===== src/rtl/ifetch_pkg.sv =====
// Shared types and instruction-field layout for the instruction fetch unit.
package ifetch_pkg;

    typedef enum logic [1:0] {
        S_IDLE   = 2'd0,
        S_FETCH  = 2'd1,
        S_ISSUE  = 2'd2,
        S_HALTED = 2'd3
    } fetch_state_t;

    localparam logic [1:0]  FMT_BRANCH        = 2'b10;
    localparam int          FMT_MSB           = 1;
    localparam int          FMT_LSB           = 0;
    localparam int          OFF_MSB           = 12;
    localparam int          OFF_LSB           = 5;
    localparam int          OFF_W             = OFF_MSB - OFF_LSB + 1;
    localparam logic [15:0] DEFAULT_HALT_WORD = 16'hFFFF;

    function automatic logic is_branch(input logic [15:0] w);
        return w[FMT_MSB:FMT_LSB] == FMT_BRANCH;
    endfunction

    function automatic logic [OFF_W-1:0] br_offset(input logic [15:0] w);
        return w[OFF_MSB:OFF_LSB];
    endfunction

endpackage


===== src/rtl/ifetch_pc_next.sv =====
// Combinational next-PC: sequential step or sign-extended branch, both modulo 2^AW.
module ifetch_pc_next
    import ifetch_pkg::*;
#(
    parameter int AW = 8
) (
    input  logic [AW-1:0] pc,
    input  logic [15:0]   instr,
    input  logic          branch_res,
    input  logic          take_step,
    output logic [AW-1:0] next_pc
);

    logic [OFF_W-1:0] off;
    logic [AW-1:0]    off_ext;
    logic             unused_instr_bits;

    assign off               = br_offset(instr);
    assign unused_instr_bits = ^{instr[15:13], instr[4:2], off};

    // Narrow PCs just keep the low offset bits; the sum wraps the same way.
    generate
        if (AW > OFF_W) begin : g_sext
            assign off_ext = {{(AW-OFF_W){off[OFF_W-1]}}, off};
        end else begin : g_trunc
            assign off_ext = off[AW-1:0];
        end
    endgenerate

    always_comb begin
        next_pc = pc;
        if (take_step) begin
            if (is_branch(instr) && branch_res) begin
                next_pc = pc + off_ext;
            end else begin
                next_pc = pc + AW'(1);
            end
        end
    end

endmodule


===== src/rtl/instr_fetch_unit.sv =====
// Instruction fetch unit: owns the PC, fetches a word, holds it on the core until done, stops on the halt word.
// Optional IFETCH_PERF_EN adds saturating retired/stall counters.
module instr_fetch_unit
    import ifetch_pkg::*;
#(
    parameter int          AW        = 8,
    parameter logic [AW-1:0] RESET_PC = '0,
    parameter logic [15:0] HALT_WORD = DEFAULT_HALT_WORD
) (
    input  logic          clk,
    input  logic          reset,
    input  logic          start,
    output logic          mem_req,
    output logic [AW-1:0] mem_addr,
    input  logic [15:0]   mem_rdata,
    input  logic          mem_rvalid,
    output logic [15:0]   instr_out,
    output logic          core_run,
    input  logic          core_done,
    input  logic          branch_res,
    output logic [AW-1:0] pc,
    output logic          halted
`ifdef IFETCH_PERF_EN
    ,
    output logic [31:0]   retired_cnt,
    output logic [31:0]   stall_cnt
`endif
);

    fetch_state_t  state_q;
    logic [AW-1:0] pc_q;
    logic [AW-1:0] next_pc_d;
    logic [15:0]   instr_q;
    logic          mem_req_q;
    logic          core_run_q;
    logic          halted_q;
    logic          step;

    assign step = (state_q == S_ISSUE) && core_done;

    ifetch_pc_next #(.AW(AW)) u_pc_next (
        .pc        (pc_q),
        .instr     (instr_q),
        .branch_res(branch_res),
        .take_step (step),
        .next_pc   (next_pc_d)
    );

    always_ff @(posedge clk or posedge reset) begin
        if (reset) begin
            state_q    <= S_IDLE;
            pc_q       <= RESET_PC;
            instr_q    <= '0;
            mem_req_q  <= 1'b0;
            core_run_q <= 1'b0;
            halted_q   <= 1'b0;
        end else begin
            case (state_q)
                S_IDLE: begin
                    if (start) begin
                        state_q   <= S_FETCH;
                        mem_req_q <= 1'b1;
                    end
                end
                S_FETCH: begin
                    if (mem_rvalid) begin
                        mem_req_q <= 1'b0;
                        // The halt word never reaches the instruction register, so the core never sees it.
                        if (mem_rdata == HALT_WORD) begin
                            state_q  <= S_HALTED;
                            halted_q <= 1'b1;
                        end else begin
                            state_q    <= S_ISSUE;
                            instr_q    <= mem_rdata;
                            core_run_q <= 1'b1;
                        end
                    end
                end
                S_ISSUE: begin
                    if (core_done) begin
                        pc_q       <= next_pc_d;
                        state_q    <= S_FETCH;
                        core_run_q <= 1'b0;
                        mem_req_q  <= 1'b1;
                    end
                end
                S_HALTED: begin
                    if (start) begin
                        pc_q      <= RESET_PC;
                        state_q   <= S_FETCH;
                        halted_q  <= 1'b0;
                        mem_req_q <= 1'b1;
                    end
                end
                default: begin
                    state_q    <= S_IDLE;
                    mem_req_q  <= 1'b0;
                    core_run_q <= 1'b0;
                    halted_q   <= 1'b0;
                end
            endcase
        end
    end

    assign mem_req   = mem_req_q;
    assign mem_addr  = pc_q;
    assign instr_out = instr_q;
    assign core_run  = core_run_q;
    assign pc        = pc_q;
    assign halted    = halted_q;

`ifdef IFETCH_PERF_EN
    logic [31:0] retired_q;
    logic [31:0] stall_q;

    always_ff @(posedge clk or posedge reset) begin
        if (reset) begin
            retired_q <= '0;
            stall_q   <= '0;
        end else begin
            if (step && (retired_q != 32'hFFFF_FFFF)) begin
                retired_q <= retired_q + 32'd1;
            end
            if ((state_q == S_FETCH) && !mem_rvalid && (stall_q != 32'hFFFF_FFFF)) begin
                stall_q <= stall_q + 32'd1;
            end
        end
    end

    assign retired_cnt = retired_q;
    assign stall_cnt   = stall_q;
`endif

endmodule


===== config.mk =====
export PLATFORM = sky130hd
export DESIGN_NAME = instr_fetch_unit
export DESIGN_NICKNAME = d
export VERILOG_FILES = /design/src/rtl/ifetch_pkg.sv /design/src/rtl/ifetch_pc_next.sv /design/src/rtl/instr_fetch_unit.sv
export SDC_FILE = /design/constraint.sdc
export NUM_CORES = 1
export LEC_CHECK = 0
export CAP_MARGIN = 20
export CELL_PAD_IN_SITES_DETAIL_PLACEMENT = 0
export CELL_PAD_IN_SITES_GLOBAL_PLACEMENT = 1
export CORE_UTILIZATION = 35
export CTS_CLUSTER_DIAMETER = 120
export DETAILED_ROUTE_END_ITERATION = 10
export PLACE_DENSITY_LB_ADDON = 0.1
export SETUP_SLACK_MARGIN = 0.4
export SLEW_MARGIN = 10
export SYNTH_ARGS = -nofsm -noshare
export SYNTH_HDL_FRONTEND = slang
export SYNTH_SLANG_ARGS = --single-unit
export TNS_END_PERCENT = 100

===== constraint.sdc =====
create_clock -name clk -period 3.2 [get_ports clk]
set_input_delay 0.32 -clock clk [delete_from_list [all_inputs] [get_ports clk]]
set_output_delay 0.32 -clock clk [all_outputs]
set_load 0.02 [all_outputs]

==> results of run 1 <==
-- final timing paths --
check	end	slack, ns	depth (start not counted)
min in group clk	mem_req	0.51	1
worst min register to register	mem_req	0.51	1
max in group asynchronous	core_run	2.15	3
worst max register to register	mem_addr[7]	0.64	8
worst min-delay path	instr_out[3]	0.41	2
worst max-delay path	mem_addr[7]	0.60	9
-- per-stage QoR --
stage               util (%)  hold slack, ns  power, uW
finish                 52.22          0.4099       2142
global route           52.22          0.4722       2287
CTS                    52.22          0.4302       2178
detailed placement     50.31          0.4966       1858
global placement       50.31          0.4874       1836
floorplan                  -          0.3981       1387
-- cells in the mapped netlist (2+ instances only) --
master,count
xnor2_1,2
nor2b_1,2
nand2_1,8
nand2b_1,2
and2_1,6
o21ai_1,2
buf_4,9
nand3b_1,2
a21oi_1,5
dfrtp_1,29
a221oi_1,2
ha_1,10
nor2_1,2
nand4_1,4
inv_1,6
o21bai_1,4
mux2_4,10
and2_2,2
mux2_2,6
a22o_1,6
o21ai_0,4
-- area by class of cell --
cell class,instances,share of cell area [%]
flip-flops and latches,29,30.85
well taps,52,2.766
inverters,6,0.9574
multi-input cells,100,36.97
repair buffers,59,24.79
clock buffers,7,3.670
-- critical path, cell delays in order --
cell	delay [ns]
clkdlybuf4s50_1	0.45
and3b_1	0.28
and2_1	0.21
ha_1	0.27
a211oi_2	0.25
nor3_1	0.11
o31a_1	0.30
or4b_1	0.53
o211ai_2	0.08
-- state kept, by name, summed over array words and instances, names as in the netlist --
| signal | cells |
|---|---|
| core_run | 1 |
| halted | 1 |
| instr_out | 16 |
| mem_addr | 8 |
| mem_req | 1 |
| state_q | 2 |
-- where the power goes --
part,switching (uW),internal [uW]
clock network,135,170
logic,556,617
registers,133,532
total,823,1320
-- logic make-up after synthesis --
family | count (synthesis) | share of synthesized area, %
and+or+nand+nor | 37 | 13.94
buffers and inverters | 16 | 5.973
AOI/OAI and AO/OA | 33 | 14.38
DFF | 29 | 42.77
xor gates and xnor gates | 3 | 1.549
muxes | 16 | 12.83
adders and majority gates | 11 | 8.555
-- layer usage --
layer	track usage [%]	up-vias
met5	0	-
met3	4.923	6
met2	28.62	33
met1	18.64	645
met4	5.882	0
li1	-	637
==> metrics.md, run 1 <==
| Metric | Value |
|---|---|
| Status | complete, no violations |
| Main synth FF type | dfrtp_1 |
| First-pass GRT wire length | 6320 um |
| Routed wl met3 | 169 um |
| Fin. Hold Viols | 0 |
| Chip Width | 71.63 um |
| Final wirelength | 3828 um |
| Post-synth EDFFs | 0 |
| GRT Util Overall | 16.27% |
| Top layer in use | met4 |
| Sequential fraction of the synthesis area | 42.77% |
| Dpl cell area | 0.002266 sq mm |
| WP data required | 3.40 ns |
| Endpoint type of the worst setup path | flip-flop |
| Antenna violations before repair | 0 |
| Final setup TNS | 0 ns |
| Pin count of the biggest net entering global routing | 17 |
| Filler cells | 407 |
| FF+latch area | 725.7 sq um |
| Yosys warns | 0 |
| Peak VDD IR | 0.4094 mV |
| Synth top area share | 42.77% |
| Most common cell after layout, fill and taps aside | clkdlybuf4s50_1 |
| H-tree level count | 2 |
| Placed Cells | 246 |
| Starting DRC count in detailed routing | 21 |
| Worst-Margin Slew | 0.6490 ns |
| Dpl hpwl | 3052 um |
| First-pass iteration count of the detailed router | 4 |
| Clock transition at path regs | 0.06 ns |
| Wire length on met2 | 1965 um |
| Net Count, Synth | 178 |
| Synth Cell Area | 0.001697 sq mm |
| Period utilization | 81.19% |
| Post-route setup slack | 0.6019 ns |
| Setup CP Type | input port to flip-flop |
| Vias | 1,321 |
| # diodes | 0 |
| Seq cells post-synth | 29 |
| Fin cells | 253 |
| CTS Hold Buffers Added | 0 |
| Die area | 0.005130 sq mm |
| Final worst path period need | 2.598 ns |
| CTS resizes | 0 |
| Detail Route Antenna Nets | 0 |
| Clock Latency Late Sink | 0.28 ns |
| Fin nets | 234 |
| Slew headroom | 56.45% |
| Core area | 0.004504 sq mm |
| Wl on met1 | 1647 um |
| Die height | 71.63 um |
| Row cnt | 24 |
| Starting Density | 37.67% |
| Footprint of the multi-input gates | 869.6 sq um |
| Port Buffers | 56 |
| Ranking of synthesized cells by area | dfrtp_1 (43%), mux2_4 (8.8%), ha_1 (7.4%), buf_4 (4.0%), mux2_2 (4.0%) |
| CTS tree | built |
| GPL Wtd Cong | 0.7356 |
| Vias per inst | 5.221 |
| FFs w/ async S/R, synth | 100.0% |
| CP arrival | 2.80 ns |
| Min-delay worst type | input port to asynchronous set/reset pin |
| # setup viols final | 0 |
| Post-route design area | 0.002352 sq mm |
| Largest area contributor in the netlist | dfrtp_1 |
| Mapped Cells | 145 |
| RSZ-0062 raised after global routing | false |
| CP Launch Point | branch_res |
| Final slew viol count | 0 |
| Crit-path max FO | 8 |
| Io pins | 57 |
| Remaining DRCs | 0 |
| Share of layout cells above drive strength 1 | 15.92% |
| Worst slack, placed | 0.2867 ns |
| Leak Pwr | 0.001034 uW |
| Vias in the first global route | 1,344 |
| Root buffer cell | clkbuf_8 |
| Clock Sinks | 29 |
| TritonCTS Buffers | 5 |
| F_max | 0.3849 GHz |
| CTS Buffer Depth | 2 |
| Commonest cells after routing, fill and taps aside | clkdlybuf4s50_1 (56), dfrtp_1 (29), mux2_4 (10), ha_1 (10), nand2_1 (8) |
| Startpoint Class | input port |
| P&R area growth vs syn | 38.64% |
| Postcts setup bufs | 0 |
| Synth unique cells | 43 |
| GRT overflow | 0 |
| Number of max-cap violations | 0 |
| Synth Area per Inst | 11.70 sq um |
| Reg2reg start | instr_out[0] |
| Clock Skew | 0.004369 ns |
| DR WL/cell | 15.13 um |
| PwrDens | 910.8 mW/mm^2 |
Power figures use the tool's default switching activity.
==> run 2: changes to the inputs <==
==> constraint.sdc (replaced) <==
create_clock -name clk -period 2.65 [get_ports clk]
set_input_delay 0.265 -clock clk [delete_from_list [all_inputs] [get_ports clk]]
set_output_delay 0.265 -clock clk [all_outputs]
set_load 0.02 [all_outputs]
==> run 2 against run 1 <==
Effect of this change: clock power increased by 34%; critical path depth fell by 1; power is 27% higher; count of clock-buffer cells in the layout unchanged; final cell count up 1.2%; first-iteration DRC count rose by 95%; sequential share of layout area shrank 1.5 points; register-to-register slack got worse by 0.32 ns.
==> metrics.md, run 2 (synthesis gave the netlist of run 1 again) <==
| Metric | Value |
|---|---|
| Status | complete, no violations (unchanged) |
| Starting Density | 37.67% (unchanged) |
| Final setup TNS | 0 ns (unchanged) |
| TritonCTS Buffers | 5 (unchanged) |
| Clock Latency Late Sink | 0.28 ns (about the same) |
| Switch Pwr | 1037 uW (was 823.3 uW) |
| Leak Pwr | 0.001043 uW (was 0.001034 uW) |
| Die height | 71.63 um (unchanged) |
| Share of layout cells above drive strength 1 | 25.49% (was 15.92%) |
| Number of max-cap violations | 0 (unchanged) |
| Setup CP Type | flip-flop to flip-flop (was input port to flip-flop) |
| Starting DRC count in detailed routing | 41 (was 21) |
| Fin. Hold Viols | 0 (unchanged) |
| # setup viols final | 0 (unchanged) |
| CP arrival | 2.54 ns (was 2.80 ns) |
| Vias per inst | 5.211 (was 5.221) |
| Reg power frac | 29.7% (was 31.0%) |
| CTS tree | built (unchanged) |
| Root buffer cell | clkbuf_8 (unchanged) |
| Endpoint type of the worst setup path | flip-flop (unchanged) |
| Remaining DRCs | 0 (unchanged) |
| CTS Hold Buffers Added | 0 (unchanged) |
| RSZ-0062 raised after global routing | true (was false) |
| DR WL/cell | 15.23 um (was 15.13 um) |
| Final slew viol count | 0 (unchanged) |
| Critical path buffers and inverters | 0 (was 1) |
| # diodes | 0 (unchanged) |
| Vias in the first global route | 1,387 (was 1,344) |
| Clock transition at path regs | 0.06 ns (about the same) |
| First-pass iteration count of the detailed router | 6 (was 4) |
| CTS Buffer Depth | 2 (unchanged) |
| Clock Power Share | 15.1% (was 14.2%) |
| PwrDens | 1096 mW/mm^2 (was 910.8 mW/mm^2) |
| Most common cell after layout, fill and taps aside | clkdlybuf4s50_1 (unchanged) |
| Min-delay worst type | input port to asynchronous set/reset pin (unchanged) |
| Dpl cell area | 0.002306 sq mm (was 0.002266 sq mm) |
| GRT overflow | 0 (unchanged) |
| Core area | 0.004504 sq mm (unchanged) |
| Worst path cell trace | and3b_2 -> and2_4 -> ha_4 -> a211oi_4 -> nor3_2 -> o31a_1 -> or4b_4 -> o211ai_2 (was clkdlybuf4s50_1 -> and3b_1 -> and2_1 -> ha_1 -> a211oi_2 -> nor3_1 -> o31a_1 -> or4b_1 -> o211ai_2) |
| Commonest cells after routing, fill and taps aside | clkdlybuf4s50_1 (56), dfrtp_1 (27), mux2_4 (10), nand2_1 (8), clkbuf_8 (7) (was clkdlybuf4s50_1 (56), dfrtp_1 (29), mux2_4 (10), ha_1 (10), nand2_1 (8)) |
| Die area | 0.005130 sq mm (unchanged) |
| GRT Util Overall | 17.12% (was 16.27%) |
| Pint | 1678 uW (was 1319 uW) |
| Crit-path max FO | 8 (unchanged) |
| Period utilization | 88.04% |
| Switching share of power | 38.21% (was 38.43%) |
| Vias | 1,334 (was 1,321) |
| Pin count of the biggest net entering global routing | 17 (unchanged) |
| CP top delay family | simple AND/OR/NAND/NOR gates (unchanged) |
| Chip Width | 71.63 um (unchanged) |
| Max reg flops | 16 (unchanged) |
| Comb pwr share | 55.2% (was 54.7%) |
| Row cnt | 24 (unchanged) |
| Final wirelength | 3898 um (was 3828 um) |
| Peak VDD IR | 0.5281 mV (was 0.4094 mV) |
| Port Buffers | 56 (unchanged) |
| Clock Skew | 0.002523 ns (was 0.004369 ns) |
| Worst-Margin Slew | 0.7082 ns (was 0.6490 ns) |
| First-pass GRT wire length | 6624 um (was 6320 um) |
| P&R area growth vs syn | 46.02% (was 38.64%) |
| Final worst path period need | 2.333 ns |
| Worst path slowest cell | or4b_4 (was or4b_1) |
| Io pins | 57 (unchanged) |
| Detail Route Antenna Nets | 0 (unchanged) |
| Dpl hpwl | 2975 um (was 3052 um) |
| Clock Sinks | 29 (unchanged) |
| GPL Wtd Cong | 0.8147 (was 0.7356) |
| Post-route design area | 0.002477 sq mm (was 0.002352 sq mm) |
| Slew headroom | 52.47% (was 56.45%) |
| H-tree level count | 2 (unchanged) |
| F_max | 0.4286 GHz |
| Fin nets | 236 (was 234) |
| Antenna violations before repair | 0 (unchanged) |
| Max incr delay on CP | 0.49 ns (was 0.53 ns) |
| WP data required | 2.86 ns (was 3.40 ns) |
| Startpoint Class | flip-flop (was input port) |
-- run 2: power by group through the flow --
stage               sequential (uW)  clock, uW  combinational [uW]
finish                          807        409                1500
global route                    838        438                1610
CTS                             814        420                1490
detailed placement              813          0                1450
global placement                808          0                1440
floorplan                      1000          0                 707
-- run 2: layout make-up --
cell class	count	area, sq um
fillers	401	2027
multi-input cells	100	962.2
flip-flops and latches	29	728.2
repair buffers	61	598.1
clock buffers	7	96.34
well taps	52	65.06
inverters	6	22.52
clock inverters	1	5.005
-- run 2: metrics by stage --
stage,instances,hold slack [ns],power [uW],util (%),worst slack [ns]
2_1_floorplan,145,0.3430,1712,-,0.3809
3_5_place_dp,245,0.4855,2267,51.19,0.02702
5_1_grt,256,0.4096,2886,55.00,0.2202
3_3_place_gp,245,0.4836,2246,51.19,0.07345
4_1_cts,255,0.3644,2722,54.53,0.3324
6_report,256,0.3371,2715,55.00,0.3168
-- run 2: final timing paths --
| path | from | to | slack, ns | cells past startpoint |
|---|---|---|---|---|
| setup reg to reg | instr_out[1] | mem_addr[7] | 0.32 | 8 |
| hold reg to reg | mem_req | mem_req | 0.51 | 1 |
| min in group clk | mem_req | mem_req | 0.51 | 1 |
| max in group asynchronous | reset | instr_out[0] | 1.66 | 3 |
| setup / recovery | instr_out[1] | mem_addr[7] | 0.32 | 8 |
| hold / removal | reset | mem_req | 0.34 | 2 |
-- run 2: repair_timing --
item | 4_1_cts | 5_1_grt
setup endpoints to repair | 3 | 19
gates cloned | 0 | 0
setup buffers | 2 | 1
pin swaps | 2 | 3
gates resized for setup | 5 | 4
-- run 2: per-layer routing --
layer / up-vias / GRT usage (%) / routed length, um
met5: - / 0 / 0
met4: 0 / 8.279 / 93
met3: 11 / 3.516 / 135
met2: 38 / 28.93 / 1994
met1: 640 / 20.84 / 1674
li1: 645 / - / -
==> run 3: changes to the inputs <==
--- a/config.mk
+++ b/config.mk
@@ -13,6 +13,7 @@
 export DETAILED_ROUTE_END_ITERATION = 10
 export PLACE_DENSITY_LB_ADDON = 0.1
 export SETUP_SLACK_MARGIN = 0.4
+export SKIP_LAST_GASP = 1
 export SLEW_MARGIN = 10
 export SYNTH_ARGS = -nofsm -noshare
 export SYNTH_HDL_FRONTEND = slang
==> results of run 3 <==
No change in the layout: final DEF, timing and power equal those of run 2.
